$ cat src/rtl/keypoint_decode.sv
// Per-cell softmax result to sparse keypoint record converter.
// One registered output stage; every frame ends with exactly one tlast record.
module keypoint_decode #(
  parameter int GRID_W     = 80,
  parameter int GRID_H     = 60,
  parameter int DUSTBIN_ID = 64
) (
  input  logic        clk,
  input  logic        rst,
  input  logic [31:0] s_axis_tdata,
  input  logic        s_axis_tvalid,
  output logic        s_axis_tready,
  input  logic [15:0] thresh_i,
  output logic [63:0] m_axis_tdata,
  output logic        m_axis_tvalid,
  input  logic        m_axis_tready,
  output logic        m_axis_tlast,
  output logic [12:0] kp_count_o,
  output logic        frame_done_o,
  output logic        err_o
);

  localparam int CW = $clog2(GRID_W);
  localparam int RW = $clog2(GRID_H);

  typedef enum logic {IDLE, RUN} state_t;

  state_t        state_q, state_d;
  logic [CW-1:0] col_q, cur_col;
  logic [RW-1:0] row_q, cur_row;
  logic [15:0]   thr_q, cur_thr;
  logic [15:0]   prob;
  logic [7:0]    id;
  logic [9:0]    x;
  logic [8:0]    y;
  logic [63:0]   record;
  logic          accept, qualify, is_last;

  assign s_axis_tready = !m_axis_tvalid || m_axis_tready;

  // The first beat of a frame is cell 0 and uses the live threshold.
  always_comb begin
    prob    = s_axis_tdata[15:0];
    id      = s_axis_tdata[23:16];
    accept  = s_axis_tvalid && s_axis_tready;
    cur_col = (state_q == IDLE) ? '0 : col_q;
    cur_row = (state_q == IDLE) ? '0 : row_q;
    cur_thr = (state_q == IDLE) ? thresh_i : thr_q;
    is_last = (cur_col == CW'(GRID_W - 1)) && (cur_row == RW'(GRID_H - 1));
    qualify = (id < 8'(DUSTBIN_ID)) && (prob >= cur_thr);
    x       = 10'({cur_col, id[2:0]});
    y       = 9'({cur_row, id[5:3]});
    record  = {1'b1, 15'b0, prob, 7'b0, y, 6'b0, x};
    state_d = state_q;
    if (accept) state_d = is_last ? IDLE : RUN;
  end

  always_ff @(posedge clk) begin
    if (rst) begin
      state_q <= IDLE;
    end else begin
      state_q <= state_d;
    end
  end

  always_ff @(posedge clk) begin
    if (rst) begin
      col_q         <= '0;
      row_q         <= '0;
      thr_q         <= '0;
      kp_count_o    <= '0;
      err_o         <= 1'b0;
      m_axis_tvalid <= 1'b0;
      m_axis_tdata  <= '0;
      m_axis_tlast  <= 1'b0;
      frame_done_o  <= 1'b0;
    end else begin
      frame_done_o <= m_axis_tvalid && m_axis_tready && m_axis_tlast;
      if (accept) begin
        if (is_last) begin
          col_q <= '0;
          row_q <= '0;
        end else if (cur_col == CW'(GRID_W - 1)) begin
          col_q <= '0;
          row_q <= cur_row + RW'(1);
        end else begin
          col_q <= cur_col + CW'(1);
          row_q <= cur_row;
        end
        if (state_q == IDLE) thr_q <= thresh_i;
        kp_count_o <= ((state_q == IDLE) ? 13'd0 : kp_count_o) + 13'(qualify);
        if (id > 8'(DUSTBIN_ID)) err_o <= 1'b1;
        m_axis_tvalid <= qualify || is_last;
        m_axis_tdata  <= qualify ? record : '0;
        m_axis_tlast  <= is_last;
      end else if (m_axis_tready) begin
        m_axis_tvalid <= 1'b0;
      end
    end
  end

endmodule
$ cat config.mk
export PLATFORM = sky130hd
export DESIGN_NAME = keypoint_decode
export DESIGN_NICKNAME = d
export VERILOG_FILES = /design/src/rtl/keypoint_decode.sv
export SDC_FILE = /design/constraint.sdc
export NUM_CORES = 1
export LEC_CHECK = 0
export ABC_AREA = 1
export CORE_UTILIZATION = 33
export CTS_CLUSTER_DIAMETER = 50
export DETAILED_ROUTE_END_ITERATION = 16
export GPL_TIMING_DRIVEN = 0
export PLACE_DENSITY = 0.63
export REMOVE_ABC_BUFFERS = 1
export SYNTH_ARGS = -nofsm -noshare
export SYNTH_HDL_FRONTEND = slang
export SYNTH_SLANG_ARGS = --single-unit
$ cat constraint.sdc
create_clock -name clk -period 3.46 [get_ports clk]
set_clock_uncertainty 0.1 [all_clocks]
set_input_delay 0.692 -clock clk [delete_from_list [all_inputs] [get_ports clk]]
set_output_delay 0.692 -clock clk [all_outputs]
set_load 0.05 [all_outputs]
==> results of run 1 <==
==> state kept, by name (all words and copies together) (netlist names), 6 cells and up <==
name / flops
row_q: 6
m_axis_tdata: 36
thr_q: 16
kp_count_o: 13
col_q: 7
==> metrics by stage <==
step | hold slack, ns | cell area, um^2 | setup TNS [ns]
3_3_place_gp | 0.3404 | 5224 | -108.83
3_5_place_dp | 0.3516 | 5298 | -3.903
2_1_floorplan | 0.3247 | 4038 | -0.7003
4_1_cts | 0.3602 | 5619 | 0
5_1_grt | 0.3754 | 5683 | 0
6_report | 0.3633 | 5683 | 0
==> placed cells by master (no fill, tap or decap), drive strengths merged, types with 14 or more instances in the layout <==
cell / instances
ha: 20
a21oi: 63
nand3: 20
a211oi: 15
conb: 28
o21ai: 18
nand2: 121
mux2i: 15
clkbuf: 14
clkdlybuf4s50: 95
dfxtp: 83
nand4: 39
nor2: 45
inv: 36
==> path summary, 6_finish.rpt <==
path | endpoint
min | m_axis_tdata[4]
max reg2reg | kp_count_o[10]
min reg2reg | m_axis_tdata[4]
max | kp_count_o[10]
==> layer usage <==
layer	up-vias	wire length [um]	global-route usage (%)
li1	2019	-	-
met5	-	0	0
met3	13	618	5.201
met1	1844	4917	20.15
met4	0	196	5.738
met2	99	5201	28.05
==> power by group <==
part	internal, W	switching [W]
Sequential	0.000982	0.0000212
Clock	0.000579	0.000379
Combinational	0.000132	0.000276
Total	0.00169	0.000676
==> critical path: stages <==
cell,delay (ns)
clkdlybuf4s50_1,0.47
mux2i_1,0.09
ha_1,0.32
nand2_1,0.05
nor2_1,0.09
nor2_1,0.04
nand2_1,0.08
nand2_1,0.05
nand2_1,0.08
nand2_2,0.08
a21oi_4,0.22
ha_4,0.17
ha_4,0.12
inv_1,0.05
nor3_4,0.15
nand2_2,0.11
nor2_4,0.17
nand4_1,0.12
o21ai_1,0.17
a21oi_1,0.05
==> area by class of cell <==
class | instances | area share, %
multi-input combinational | 410 | 40.77
sequential | 83 | 29.30
timing repair buffer | 103 | 18.63
clock buffer | 14 | 4.469
tap | 172 | 3.787
inverter | 36 | 2.422
clock inverter | 2 | 0.6165
==> cells by family after synthesis <==
| group | synth area share (%) |
|---|---|
| AND/OR/NAND/NOR | 25.53 |
| AO/OA/AOI/OAI | 13.38 |
| buffers and inverters | 12.58 |
| flip-flops | 38.22 |
| adder cells (fa/ha/maj) | 5.755 |
| multiplexers | 3.453 |
| XOR/XNOR | 1.007 |
| other | 0.08625 |
==> repair_timing <==
item / in CTS / in global routing
pin swaps: 1 / 12
setup endpoints to repair: 6 / 3
cloned: 1 / 0
gates resized for setup: 6 / 10
setup buffers: 0 / 3
==> metrics.txt, run 1 <==
status complete, no violations; WL/cell 13.33 um; Pleak 2.190 nW; register area share after synthesis 38.22%; first-pass GRT wire length 17,560 um; max-slew violation total from the final report 0; initial core utilization 34.18%; CP arrival 3.39 ns; Pre-antenna DRT Iters 4; PnR worst setup slack 0.2042 ns; Worst R2R Setup Slack 0.24 ns; CTS Buffer Depth 2; Nets 715; top fanout value on the critical path 3; vias in the first global route 3,703; P&R area growth vs syn 30.71%; vias per std cell 4.848; Cells after DPL 800; drt initial violations 222; post-synth top area share 38.22%; Netlist cell types 38; Place WS -0.6852 ns; Crit Path Category in2reg; Final Cycle Share 94.10%; Post-synth ARST share 0%; Die ar. 13,640 um^2; worst vdd ir 0.0002240 V; Worst Setup Start Kind input pin; Post-synth top cells nand2_1, dfxtp_1, a21oi_1, nor2_1, nand4_1; Hold Fails Final Rpt 0; most frequent cell after synthesis nand2_1; sequential standard cell area 1665 um^2; total grt overflow 0; Synth Instances 564; io pins 134; Synth area leader dfxtp_1; Final Non-Filler Cells 820; largest net degree at the start of global routing 85; Max-cap violations 0; die height 116.8 um; Post-synth EDFFs 0; leading register cell type out of synthesis dfxtp_1; CP required 3.60 ns; FILL cells 1,321; Mapped Area 4348 um^2; # setup viols final 0; max_slew headroom 35.34%; Final ANT Viol Nets 0; hold buffers post-CTS 0; clock sinks 83; number of antenna violations at the first check in global routing 0; Worst-Margin Slew 0.9689 ns; area of the multi-input gates 2317 um^2; IO buf count 97; critical path startpoint thresh_i[1]; post-DP HPWL 7160 um; Worst-path clk slew 0.06 ns; Synth Register Bits 83; Crit. End Element register; Clock Latency Late Sink 0.34 ns; gpl congestion 0.7644; number of diodes 0; FP Rows 41; Syn. warnings 0; final WL 10,930 um; HP Class reg2reg; CTS Buf Count 9; power per standard cell area 416.9 nW/um^2; Die X 116.8 um; CTS tree yes; reg2reg start state_q; H-tree depth 3; DR vias 3,975; Synth Area per Inst 7.709 um^2; DRC 0; Synth area leaders dfxtp_1, nand2_1, a21oi_1; RSZ-0062 raised after global routing no; area of the core 12,720 um^2; GRT Overall Usage 16.68%; PnR Total Power 0.002369 W; R2R depth 16; Post-Route Utilization 44.67%; layout cell share with drive strength beyond 1 7.716%; hold_sp m_axis_tdata[4]; highest clock rate 307.1 MHz; cell depth of the worst hold path 2; fin crit period 3.256 ns; clk root buf clkbuf_16
No activity file was read; power rests on OpenSTA's default activity.
==> inputs of run 2 (changes only) <==
- CORE_UTILIZATION: 33 -> 49
- CTS_BUF_LIST: unset -> sky130_fd_sc_hd__clkbuf_8
- MAX_ROUTING_LAYER: unset -> met4
- PLACE_DENSITY: 0.63 -> 0.86
==> metrics.txt, run 2 (synthesized netlist as in run 1, its figures left out) <==
worst vdd ir 0.0002591 V (+16%); layout cell share with drive strength beyond 1 8.475% (+0.76 points); DR vias 4,108 (+3.3%); most common cell after layout, fill and taps aside nand2_1; Max-cap violations 0 (unchanged); GRT Overall Usage 23.52% (+6.8 points); power per standard cell area 407.3 nW/um^2 (-2.3%); Pre-antenna DRT Iters 5 (+1); # setup viols final 0 (unchanged); largest net degree at the start of global routing 85 (unchanged); FILL cells 734 (-44%); drt initial violations 214 (-3.6%); clock sinks 83 (unchanged); Nets 716 (+0.14%); DRC 0 (unchanged); vias per std cell 5.427 (+12%); clk root buf clkbuf_8; vias in the first global route 3,856 (+4.1%); final WL 10,670 um (-2.4%); CP arrival 3.44 ns (+0.05 ns); Die X 96.20 um (-18%); P&R area growth vs syn 28.55%; sequential standard cell area 1663 um^2 (-0.15%); CTS tree yes; FP Rows 34 (-17%); fin crit period 3.282 ns (+0.02634 ns); Die ar. 9254 um^2 (-32%); HP Class reg2reg; biggest regs m_axis_tdata (36), thr_q (16), kp_count_o (13); worst hold margin 0.3674 ns (+0.004130 ns); Biggest register m_axis_tdata; RSZ-0062 raised after global routing no; CTS Buffer Depth 2 (unchanged); max-slew violation total from the final report 0 (unchanged); total grt overflow 0 (unchanged); commonest non-fill, non-tap cells in the layout nand2_1, clkdlybuf4s50_1, dfxtp_1; first-pass GRT wire length 16,560 um (-5.7%); Clock Latency Late Sink 0.35 ns (about the same); highest clock rate 304.7 MHz (-0.80%); die height 96.20 um (-18%); max reg flops 36 (unchanged); IO buf count 97 (unchanged); WL/cell 14.10 um (+5.7%); max_slew headroom 45.02% (+9.7 points); Crit Path Category in2reg; Worst-path clk slew 0.09 ns (+0.03 ns); CTS Buf Count 9 (unchanged); gpl congestion 0.7770 (+1.6%); Hold Fails Final Rpt 0 (unchanged); Worst Setup Start Kind input pin; Final ANT Viol Nets 0 (unchanged); initial core utilization 50.35% (+16 points); io pins 134 (unchanged); post-DP HPWL 7123 um (-0.52%); H-tree depth 3 (unchanged); area of the multi-input gates 2312 um^2 (-0.22%); Pleak 2.182 nW (-0.38%); number of antenna violations at the first check in global routing 0 (unchanged); Crit. End Element register; Worst-Margin Slew 0.8247 ns (-0.1441 ns); status complete, no violations; area of the core 8636 um^2 (-32%); Final Cycle Share 94.86% (+0.76 points); hold buffers post-CTS 0 (unchanged); top fanout value on the critical path 3 (unchanged); number of diodes 0 (unchanged); CP required 3.62 ns (+0.02 ns); Post-Route Utilization 64.72% (+20 points)
## run 2: cell types whose count changed in the layout (fill, tap and decap cells not counted), sizes merged
| cell | previous run | this run |
|---|---|---|
| buf | 7 | 9 |
| bufinv | 1 | 3 |
| clkbuf | 14 | 10 |
| clkdlybuf4s50 | 95 | 96 |
| clkinv | 1 | 3 |
| dlymetal6s2s | 1 | 0 |
| nor2 | 45 | 44 |
## run 2: area by class of cell
| cell class | instances | area share, % |
|---|---|---|
| clock buffer | 10 | 2.463 |
| clock inverter | 6 | 2.015 |
| inverter | 36 | 2.463 |
| multi-input combinational | 409 | 41.37 |
| sequential | 83 | 29.75 |
| tap | 108 | 2.418 |
| timing repair buffer | 105 | 19.52 |
## run 2: through the flow
stage          setup TNS (ns)  cell area (um^2)  instances  setup WS (ns)  total power (W)
6_report                    0              5589        757         0.1778         0.002276
5_1_grt                     0              5589        757       0.006240         0.002358
4_1_cts                     0              5519        755       0.007566         0.002276
3_5_place_dp           -5.899              5240        737        -0.6004         0.001426
3_3_place_gp           -87.69              5144        733         -1.814         0.001400
2_1_floorplan         -0.7003              4038        528        -0.2634         0.001270
## run 2: what timing repair did
action,CTS,global route
resized for setup,4,11
pin swaps,2,9
setup endpoints to repair,3,5
buffers inserted,2,2
## run 2: path summary, 6_finish.rpt
kind                    start             to  slack [ns]  depth (start not counted)
setup / recovery  thresh_i[3]  kp_count_o[7]        0.18                         18
hold reg to reg      thr_q[0]       thr_q[0]        0.37                          2
setup reg to reg      state_q  kp_count_o[7]        0.28                         18
hold / removal       thr_q[0]       thr_q[0]        0.37                          2
## run 2: power by group
group | leakage [nW] | switching, W | internal [W] | total (W)
Clock | 0.126 | 0.000359 | 0.000501 | 0.000860
Sequential | 0.675 | 0.0000155 | 0.000981 | 0.000997
Combinational | 1.38 | 0.000282 | 0.000137 | 0.000420
## run 2: layer usage
layer	global-route usage [%]	wire length, um	vias to the layer above	share of wire [%]
met1	25.41	4466	1926	42
met3	4.344	623	18	5.8
met5	-	0	-	0
met2	42.20	5401	148	51
met4	9.577	180	0	1.7
li1	-	-	2016	-
## run 2: critical path, stage by stage
cell             delay (ns)
clkdlybuf4s50_1        0.47
mux2i_2                0.09
ha_1                   0.32
nand2_1                0.08
nor2_1                 0.09
nor2_1                 0.05
nand2_1                0.07
nand2_1                0.05
nand2_1                0.08
nand2_2                0.08
a21oi_4                0.20
ha_4                   0.18
nand3_1                0.16
or2_1                  0.28
nor2_1                 0.19
nand3_1                0.13
o21ai_1                0.15
a21oi_1                0.05
==> inputs of run 3 (changes only) <==
- CORE_UTILIZATION: 49 -> 30
- PLACE_DENSITY: 0.86 -> 0.58
==> metrics.txt, run 3 (synthesized netlist as in run 1, its figures left out) <==
Post-Route Utilization 40.22% (-24 points); post-route setup TNS 0 ns (unchanged); die height 122.4 um (+27%); io pins 134 (unchanged); gpl congestion 0.7469 (-3.9%); Max-cap violations 0 (unchanged); GRT Overall Usage 16.17% (-7.3 points); max reg flops 36 (unchanged); CP max-delay cell clkdlybuf4s50_1; reg2reg start state_q; CTS Buf Count 9 (unchanged); Pre-antenna DRT Iters 4 (-1); PnR worst setup slack 0.2589 ns (+0.08104 ns); Crit. End Element register; highest clock rate 312.4 MHz (+2.5%); hold_sp thr_q[0]; final WL 11,280 um (+5.7%); vias per std cell 4.849 (-11%); Crit Reg-Reg Endpoint kp_count_o[10]; clk root buf clkbuf_8; placed cell area 5300 um^2 (+1.1%); WL/cell 13.59 um (-3.6%); number of diodes 0 (unchanged); cell depth of the worst hold path 2 (unchanged); Worst-path clk slew 0.09 ns (about the same); switch share 30.41% (+1.5 points); worst vdd ir 0.0002510 V (-3.2%); Worst-Margin Slew 0.9490 ns (+0.1243 ns); most common cell after layout, fill and taps aside nand2_1; hold path endpoint thr_q[0]; Crit Path Category in2reg; vias in the first global route 3,770 (-2.2%); max-slew violation total from the final report 0 (unchanged); Clock Latency Late Sink 0.38 ns (+0.03 ns); net switching power figure 0.0006633 W (+0.95%); DR vias 4,025 (-2.0%); P&R area growth vs syn 29.41%; Die X 122.4 um (+27%); initial core utilization 31.08% (-19 points); final instance area 5627 um^2 (+0.67%); worst-path cell chain clkdlybuf4s50_1 -> mux2i_1 -> ha_1 -> nand2_1 -> nor2_1 -> nor2_1 -> nand2_1 -> nand2_1 -> nand2_1 -> nand2_2 -> a21oi_4 -> ha_4 -> ha_1 -> inv_1 -> nor3_4 -> nand2_2 -> nor2_4 -> nand4_1 -> o21ai_1 -> a21oi_1; slowest stage delay, CP 0.47 ns (about the same); Die ar. 14,980 um^2 (+62%); layout cell share with drive strength beyond 1 8.154% (-0.32 points); Reg power frac 45.6% (+1.8 points); Hold Fails Final Rpt 0 (unchanged); Place WS -0.6293 ns (-0.02885 ns); total grt overflow 0 (unchanged); Logic pwr share 19.4% (+1.0 points); Biggest register m_axis_tdata; power per standard cell area 387.7 nW/um^2 (-4.8%); status complete, no violations; CTS Buffer Depth 2 (unchanged); HP Class reg2reg; R2R depth 16 (-2); Final ANT Viol Nets 0 (unchanged); largest net degree at the start of global routing 85 (unchanged); FP Rows 43 (+26%); biggest regs m_axis_tdata (36), thr_q (16), kp_count_o (13); CP arrival 3.37 ns (-0.07 ns); # setup viols final 0 (unchanged); top fanout value on the critical path 3 (unchanged); Pleak 2.173 nW (-0.40%); DRC 0 (unchanged); Int Pwr 0.001518 W (-6.2%); IO buf count 97 (unchanged); Worst R2R Setup Slack 0.42 ns (+0.14 ns); drt initial violations 187 (-13%); FILL cells 1,461 (+99%); H-tree depth 3 (unchanged); CTS tree yes; Worst Setup Start Kind input pin; Nets 717 (+0.14%); fin crit period 3.201 ns (-0.08104 ns); area of the core 13,990 um^2 (+62%); Top cell by count, worst path nand2_1; Final Cycle Share 92.52% (-2.3 points); clock sinks 83 (unchanged); post-DP HPWL 7300 um (+2.5%); number of antenna violations at the first check in global routing 0 (unchanged); first-pass GRT wire length 18,290 um (+10%); max_slew headroom 36.66% (-8.4 points); PnR Total Power 0.002181 W (-4.2%); clock share of power 35.0% (-2.8 points); CP required 3.62 ns (about the same); hold buffers post-CTS 0 (unchanged); commonest non-fill, non-tap cells in the layout nand2_1, clkdlybuf4s50_1, dfxtp_1
==> run 3: changes by cell type in the layout (fill, tap and decap cells not counted), moves of 2 or more <==
cell      change
clkinv_2      +3
buf_16        -2
clkinv_4      -2
buf_12        +3
==> run 3: layer usage <==
metal	part of all wire, %	GRT usage, %
met3	5.8	4.507
met2	48	26.62
met1	46	19.11
met4	1.2	4.802
met5	0	-
==> run 3: worst max-delay path, delay by kind of cell <==
family,cells,cell delay [ns]
compound gates,3,0.41
simple gates,11,1.01
fa+ha+maj,3,0.63
mux,1,0.09
buf+inv,2,0.54
==> run 3: final cells by class <==
class	count	area, um^2	area share, %
clock buffers	9	123.9	2.201
well taps	180	225.2	4.003
multi-input cells	410	2302	40.92
flip-flops and latches	83	1665	29.60
clock inverters	7	83.83	1.490
repair buffers	105	1089	19.35
inverters	36	137.6	2.446
==> run 3: timing repair <==
item	CTS	global route
gates cloned	1	0
gates resized for setup	4	7
buffers inserted	3	2
pin swaps	3	5
setup endpoints to repair	6	4
==> run 3: worst max path at each step <==
stage          cells after the start              from  slack, ns        endpoint
2_1_floorplan                     19           state_q      -0.26  kp_count_o[10]
3_3_place_gp                      13  s_axis_tdata[23]      -2.15  kp_count_o[10]
3_5_place_dp                      13  s_axis_tdata[23]      -0.63  kp_count_o[10]
4_1_cts                           20       thresh_i[3]       0.01  kp_count_o[12]
5_1_grt                           20       thresh_i[3]     -0.002  kp_count_o[10]
6_report                          20       thresh_i[3]       0.26  kp_count_o[10]
==> run 3: power by group through the flow <==
stage | logic [W] | clock network [W] | registers, W
floorplan | 0.000215 | 0 | 0.00106
global placement | 0.000381 | 0 | 0.00103
detailed placement | 0.000402 | 0 | 0.00102
CTS | 0.000421 | 0.000799 | 0.000996
global route | 0.000463 | 0.000834 | 0.00100
finish | 0.000422 | 0.000763 | 0.000996
==> run 3: stage by stage <==
step	cells	hold slack, ns
detailed placement	808	0.3535
floorplan	528	0.3247
global placement	805	0.3393
CTS	828	0.3676
global route	830	0.3859
finish	830	0.3686
==> patch 1, RTL diff (settings of run 1) <==
`GRID_H`: 60 -> 120.
--- a/src/rtl/keypoint_decode.sv
+++ b/src/rtl/keypoint_decode.sv
@@ -2,7 +2,7 @@
 // One registered output stage; every frame ends with exactly one tlast record.
 module keypoint_decode #(
   parameter int GRID_W     = 80,
-  parameter int GRID_H     = 60,
+  parameter int GRID_H     = 120,
   parameter int DUSTBIN_ID = 64
 ) (
   input  logic        clk,
Function: same outputs for any inputs over 4 cycles, from zero or initial values and one cycle with rst high; that may be too few to reach the edited logic, so the function may still have changed.
==> patch 1 against run 1 <==
  * Utilization up 0.13 points
  * First-iteration DRC count down 9.5%
  * Synthesized area up 2.1%
  * Total power up 7.8%
  * Highest routed layer unchanged
  * Critical path type unchanged
  * Clock power up 16%
  * Final area up 4.0%
  * Final cell count up 3.4%
  * Worst hold slack better by 0.0015 ns
  * Setup slack worse by 0.051 ns
  * Sequential cell count up 1
  * Synthesized cell count up 3.5%
  * Wire length up 4.1%
==> patch 1: results (changes against run 1) <==
Parameter                              Value

CTS
  Clk buf depth ... 2 (unchanged)
  Number of CTS-inserted buffers ... 9 (unchanged)
  Clock root cell ... sky130_fd_sc_hd__clkbuf_16
  Clock latency on the worst-skew pair ... 0.34 ns (about the same)
  Clock transition at the registers of the reported paths ... 0.06 ns (about the same)
  H-tree depth ... 3 (unchanged)

Outcome
  Run status ... finished clean

Synthesis
  Average footprint of a synthesized cell ... 7.60 sq um (-1.4%)
  Largest cells by area after synthesis ... sky130_fd_sc_hd__dfxtp_1 38%, sky130_fd_sc_hd__nand2_1 10%, sky130_fd_sc_hd__a21oi_1 7.4%, sky130_fd_sc_hd__ha_1 5.9%, sky130_fd_sc_hd__nand4_1 5.2%
  Sequential area share after synthesis ... 0.379 (-0.00325)
  Ys Warns ... 0 (unchanged)
  Number of enable flip-flop cells after synthesis ... 0 (unchanged)
  Flip-flop cell with the highest count after synthesis ... sky130_fd_sc_hd__dfxtp_1
  Netlist cell types ... 38 (unchanged)
  Post-synth top cells ... 119 x sky130_fd_sc_hd__nand2_1, 84 x sky130_fd_sc_hd__dfxtp_1, 66 x sky130_fd_sc_hd__a21oi_1
  Top-area cell type share of the netlist area ... 0.379 (-0.00325)
  FFs w/ async S/R, synth ... 0 (unchanged)

Global routing
  Largest net degree at the start of global routing ... 83 (-2.4%)
  First-pass GRT wire length ... 18800 microns (+7.3%)
  Vias in the first global route ... 3987 (+7.7%)
  Initial antenna violation count ... 0 (unchanged)
  Total track usage ... 0.167 (+0.000220)

Timing
  Slew at the pin with the worst max-slew slack ... 1.00 ns (+0.0344 ns)
  Max-slew violation count ... 0 (unchanged)
  Hold Vio Cnt, Final ... 0 (unchanged)
  Setup violators final ... 0 (unchanged)

Placement
  Cell area after placement ... 5430 sq um (+2.4%)
  Half-perimeter wire length after detailed placement ... 7340 microns (+2.5%)
  Count of placed standard cells including taps ... 826 (+3.3%)
  Placement-stage worst setup slack ... -0.557 ns (+0.128 ns)
  Gpl congestion ... 0.773 (+1.1%)
  # port buffers ... 97 (unchanged)

Layout
  Antenna diodes ... 0 (unchanged)
  Layout cells sized above 1 ... 0.0967 (+0.0196)
  Final net count ... 740 (+3.5%)
  Largest regs ... m_axis_tdata x36, thr_q x16, kp_count_o x13

Routing
  Aggregate routed wire length ... 11400 microns (+4.1%)
  Mean number of vias per cell ... 4.93 (+1.7%)
  Drt initial violations ... 201 (-9.5%)
  Routed length per placed instance ... 13.4 microns (+0.63%)
  First drt pass iteration count ... 4 (unchanged)

Power
  Leakage component of the power ... 2.32 nW (+6.0%)
  Worst-case vdd ir drop ... 344 uV (+54%)
  Switching portion of total power ... 0.281 (-0.00459)

Setup path
  Max incr delay on CP ... 0.47 ns (about the same)
  Arrival time of the worst setup path ... 3.44 ns (+0.05 ns)
  Cell type group with the largest total delay on the critical path ... simple AND/OR/NAND/NOR gates
  Master of the slowest instance on the critical path ... sky130_fd_sc_hd__clkdlybuf4s50_1
  Crit-path max FO ... 3 (unchanged)

Hold path
  Hold Crit Class ... reg -> reg
## patch 1: path summary, 6_finish.rpt
path / start / endpoint / slack [ns] / cells after the start
max: thresh_i[10] / kp_count_o[11] / 0.15 / 16
min: m_axis_tdata[6] / m_axis_tdata[6] / 0.36 / 2
max reg2reg: state_q / kp_count_o[11] / 0.34 / 16
min reg2reg: m_axis_tdata[6] / m_axis_tdata[6] / 0.36 / 2
## patch 1: routing by layer
metal  global-route usage  share of wire  up-vias
met5                    0              0        -
met4               0.0513          0.015        0
met2                0.289           0.48      117
met1                0.194           0.46     1949
li1                     -              -     2102
met3               0.0552          0.048       14
## patch 1: cell type report
class                      instances  area (sq um)
sequential                        84          1690
timing repair buffer             105          1090
clock buffer                       9           225
multi-input combinational        427          2420
clock inverter                     7           115
inverter                          40           153
tap                              176           220
fill                            1295          7280
## patch 1: repair_timing
action / CTS / global route
pin swaps: 1 / 17
gates resized for setup: 3 / 23
hold buffers: 0 / 0
endpoints found under the setup margin: 3 / 6
cloned: 1 / 0
buffers inserted: 0 / 5
## patch 1: kinds of logic (layout without fill, tap and decap cells)
group	Yosys count	count (layout)	synth area share
simple gates	246	247	0.262
compound gates	114	114	0.144
buf+inv	101	161	0.118
flops	84	84	0.379
fa+ha+maj	21	21	0.0592
mux	15	15	0.0338
xor+xnor	2	2	0.00395
other cells	1	28	0.000845
## patch 1: power by group through the flow
stage          registers, mW  clock network [mW]  logic (mW)
3_3_place_gp            1.04                   0       0.380
5_1_grt                 1.01                1.18       0.471
6_report                1.01                1.11       0.434
3_5_place_dp            1.04                   0       0.404
2_1_floorplan           1.07                   0       0.217
4_1_cts                 1.01                1.14       0.410
==> patch 2, RTL diff (config.mk and constraints of run 1) <==
Made on the original files. Register the input `thresh_i` before use, with the module's reset. The logic sees it one clock later. The other inputs are not delayed to match.
--- a/src/rtl/keypoint_decode.sv
+++ b/src/rtl/keypoint_decode.sv
@@ -25,6 +25,16 @@
 
   typedef enum logic {IDLE, RUN} state_t;
 
+  logic [15:0] thresh_q;
+
+  always_ff @(posedge clk) begin
+    if (rst) begin
+      thresh_q <= '0;
+    end else begin
+      thresh_q <= thresh_i;
+    end
+  end
+
   state_t        state_q, state_d;
   logic [CW-1:0] col_q, cur_col;
   logic [RW-1:0] row_q, cur_row;
@@ -45,7 +55,7 @@
     accept  = s_axis_tvalid && s_axis_tready;
     cur_col = (state_q == IDLE) ? '0 : col_q;
     cur_row = (state_q == IDLE) ? '0 : row_q;
-    cur_thr = (state_q == IDLE) ? thresh_i : thr_q;
+    cur_thr = (state_q == IDLE) ? thresh_q : thr_q;
     is_last = (cur_col == CW'(GRID_W - 1)) && (cur_row == RW'(GRID_H - 1));
     qualify = (id < 8'(DUSTBIN_ID)) && (prob >= cur_thr);
     x       = 10'({cur_col, id[2:0]});
@@ -87,7 +97,7 @@
           col_q <= cur_col + CW'(1);
           row_q <= cur_row;
         end
-        if (state_q == IDLE) thr_q <= thresh_i;
+        if (state_q == IDLE) thr_q <= thresh_q;
         kp_count_o <= ((state_q == IDLE) ? 13'd0 : kp_count_o) + 13'(qualify);
         if (id > 8'(DUSTBIN_ID)) err_o <= 1'b1;
         m_axis_tvalid <= qualify || is_last;
Check against the original RTL: not equivalent (Yosys sat finds a counterexample within 4 cycles, from zero or initial values and one cycle with rst high).
==> patch 2 against run 1 <==
  * Setup slack improved by 0.0044 ns
  * Synthesized area increased by 11%
  * Register-to-register slack improved by 0.04 ns
  * Sequential cell count increased by 16
  * Final area increased by 10%
  * Maximum frequency increased by 0.13%
  * Critical path type unchanged
  * Wire length increased by 9.1%
  * Total power increased by 16%
  * Highest routed layer unchanged
  * First-iteration DRC count decreased by 5.0%
  * Final cell count increased by 7.8%
==> patch 2: results (changes against run 1) <==
Parameter                              Value

Outcome
  Run status ... finished clean

Synthesis
  Top-area cell type share of the netlist area ... 0.412 (+0.0296)
  Netlist cell types ... 44 (+16%)
  FFs w/ async S/R, synth ... 0 (unchanged)
  Sequential area share after synthesis ... 0.412 (+0.0296)
  Count of mapped cells out of synthesis ... 618 (+9.6%)
  Post-synth top cells ... 116 x sky130_fd_sc_hd__nand2_1, 99 x sky130_fd_sc_hd__dfxtp_1, 63 x sky130_fd_sc_hd__nor2_1
  Largest cells by area after synthesis ... sky130_fd_sc_hd__dfxtp_1 41%, sky130_fd_sc_hd__nand2_1 9.0%, sky130_fd_sc_hd__a21oi_1 6.0%, sky130_fd_sc_hd__ha_1 5.2%, sky130_fd_sc_hd__nand4_1 5.2%
  Ys Warns ... 0 (unchanged)

Placement
  Cell area after placement ... 5780 sq um (+9.2%)
  Placement-stage worst setup slack ... -0.573 ns (+0.112 ns)
  Count of placed standard cells including taps ... 861 (+7.6%)
  Gpl congestion ... 0.743 (-2.8%)
  Half-perimeter wire length after detailed placement ... 7530 microns (+5.1%)
  # port buffers ... 97 (unchanged)

Setup path
  Worst r2r src ... state_q
  CP startpoint ... s_axis_tdata[0]
  R2R setup slack ... 0.28 ns (+0.04 ns)
  Max incr delay on CP ... 0.50 ns (+0.03 ns)
  Crit-path max FO ... 4 (+1)
  Arrival time of the worst setup path ... 3.44 ns (+0.05 ns)
  Master of the slowest instance on the critical path ... sky130_fd_sc_hd__clkdlybuf4s50_1
  Crit path to ... kp_count_o[12]
  R2R cell count ... 18 (+2)

Timing
  Peak clock frequency supported by timing ... 0.308 GHz (+0.13%)
  Tightest slew margin relative to the limit ... 0.285 (-0.0683)

Routing
  Vias post-DR ... 4296 (+8.1%)
  Drt initial violations ... 211 (-5.0%)
  First drt pass iteration count ... 5 (+1)
  Routed length per placed instance ... 13.5 microns (+1.2%)
  Aggregate routed wire length ... 11900 microns (+9.1%)

Global routing
  Vias in the first global route ... 4063 (+9.7%)
  Largest net degree at the start of global routing ... 90 (+5.9%)
  Initial antenna violation count ... 0 (unchanged)
  First-pass GRT wire length ... 19200 microns (+9.4%)
  Total track usage ... 0.163 (-0.00335)

Layout
  Largest regs ... m_axis_tdata x36, thr_q x16, thresh_q x16
  Layout cells sized above 1 ... 0.0810 (+0.00381)
  Final net count ... 771 (+7.8%)

Power
  Worst-case vdd ir drop ... 236 uV (+5.5%)
  Leakage component of the power ... 2.50 nW (+14%)

CTS
  Number of CTS-inserted buffers ... 9 (unchanged)

Hold path
  Hold Crit Class ... reg -> reg
[patch 2: worst min path at each step]
stage	from	to	slack, ns	cells past startpoint
2_1_floorplan	thr_q[0]	thr_q[0]	0.32	2
3_3_place_gp	thr_q[0]	thr_q[0]	0.34	2
3_5_place_dp	thr_q[0]	thr_q[0]	0.35	2
4_1_cts	thr_q[0]	thr_q[0]	0.36	2
5_1_grt	thr_q[0]	thr_q[0]	0.39	2
6_report	thr_q[0]	thr_q[0]	0.36	2
[patch 2: timing repair]
item,in CTS,in global routing
pin swaps,1,4
endpoints found under the setup margin,3,15
buffers inserted,0,5
cloned,2,0
gates resized for setup,3,11
[patch 2: worst register-to-register path, cell delays in order (launching register included)]
cell and delay (ns):
sky130_fd_sc_hd__dfxtp_4 0.36, sky130_fd_sc_hd__buf_12 0.15, sky130_fd_sc_hd__buf_12 0.15, sky130_fd_sc_hd__mux2i_1 0.14, sky130_fd_sc_hd__ha_1 0.30, sky130_fd_sc_hd__nand2_1 0.09, sky130_fd_sc_hd__nor3_1 0.23, sky130_fd_sc_hd__nand2_2 0.12
sky130_fd_sc_hd__a21oi_4 0.23, sky130_fd_sc_hd__ha_4 0.17, sky130_fd_sc_hd__ha_2 0.19, sky130_fd_sc_hd__nand3_2 0.11, sky130_fd_sc_hd__nor2_2 0.11, sky130_fd_sc_hd__nand2_2 0.10, sky130_fd_sc_hd__nor3_4 0.26, sky130_fd_sc_hd__nand3_2 0.11
sky130_fd_sc_hd__nand2_1 0.07, sky130_fd_sc_hd__nand2_1 0.04, sky130_fd_sc_hd__nor2_1 0.09
[patch 2: layout make-up]
cell class              instances  area, sq um
multi-input cells             428         2390
well taps                     180          225
inverters                      55          213
flip-flops and latches         99         1990
clock buffers                  12          256
repair buffers                106         1120
fillers                      1403         7780
clock inverters                 4         72.6
[patch 2: per-layer routing]
metal  part of all wire  vias up  wire length [microns]  global-route usage
met1               0.46     2010                   5470               0.202
li1                   -     2171                      -                   -
met5                  0        -                      0                   0
met4              0.016        0                    193              0.0694
met3              0.046       14                    545              0.0353
met2               0.48      101                   5720               0.273
[patch 2: cells by family after synthesis]
group           count (synthesis)  share of synthesized area
mux                            15                     0.0312
flops                          99                      0.412
fa+ha+maj                      20                     0.0520
other cells                     1                   0.000779
simple gates                  260                      0.252
compound gates                100                      0.119
xor+xnor                        4                    0.00728
buf+inv                       119                      0.127
[patch 2: where the power goes]
| group | switching [mW] | internal (mW) |
|---|---|---|
| Clock | 0.442 | 0.673 |
| Sequential | 0.0173 | 1.17 |
| Combinational | 0.293 | 0.147 |
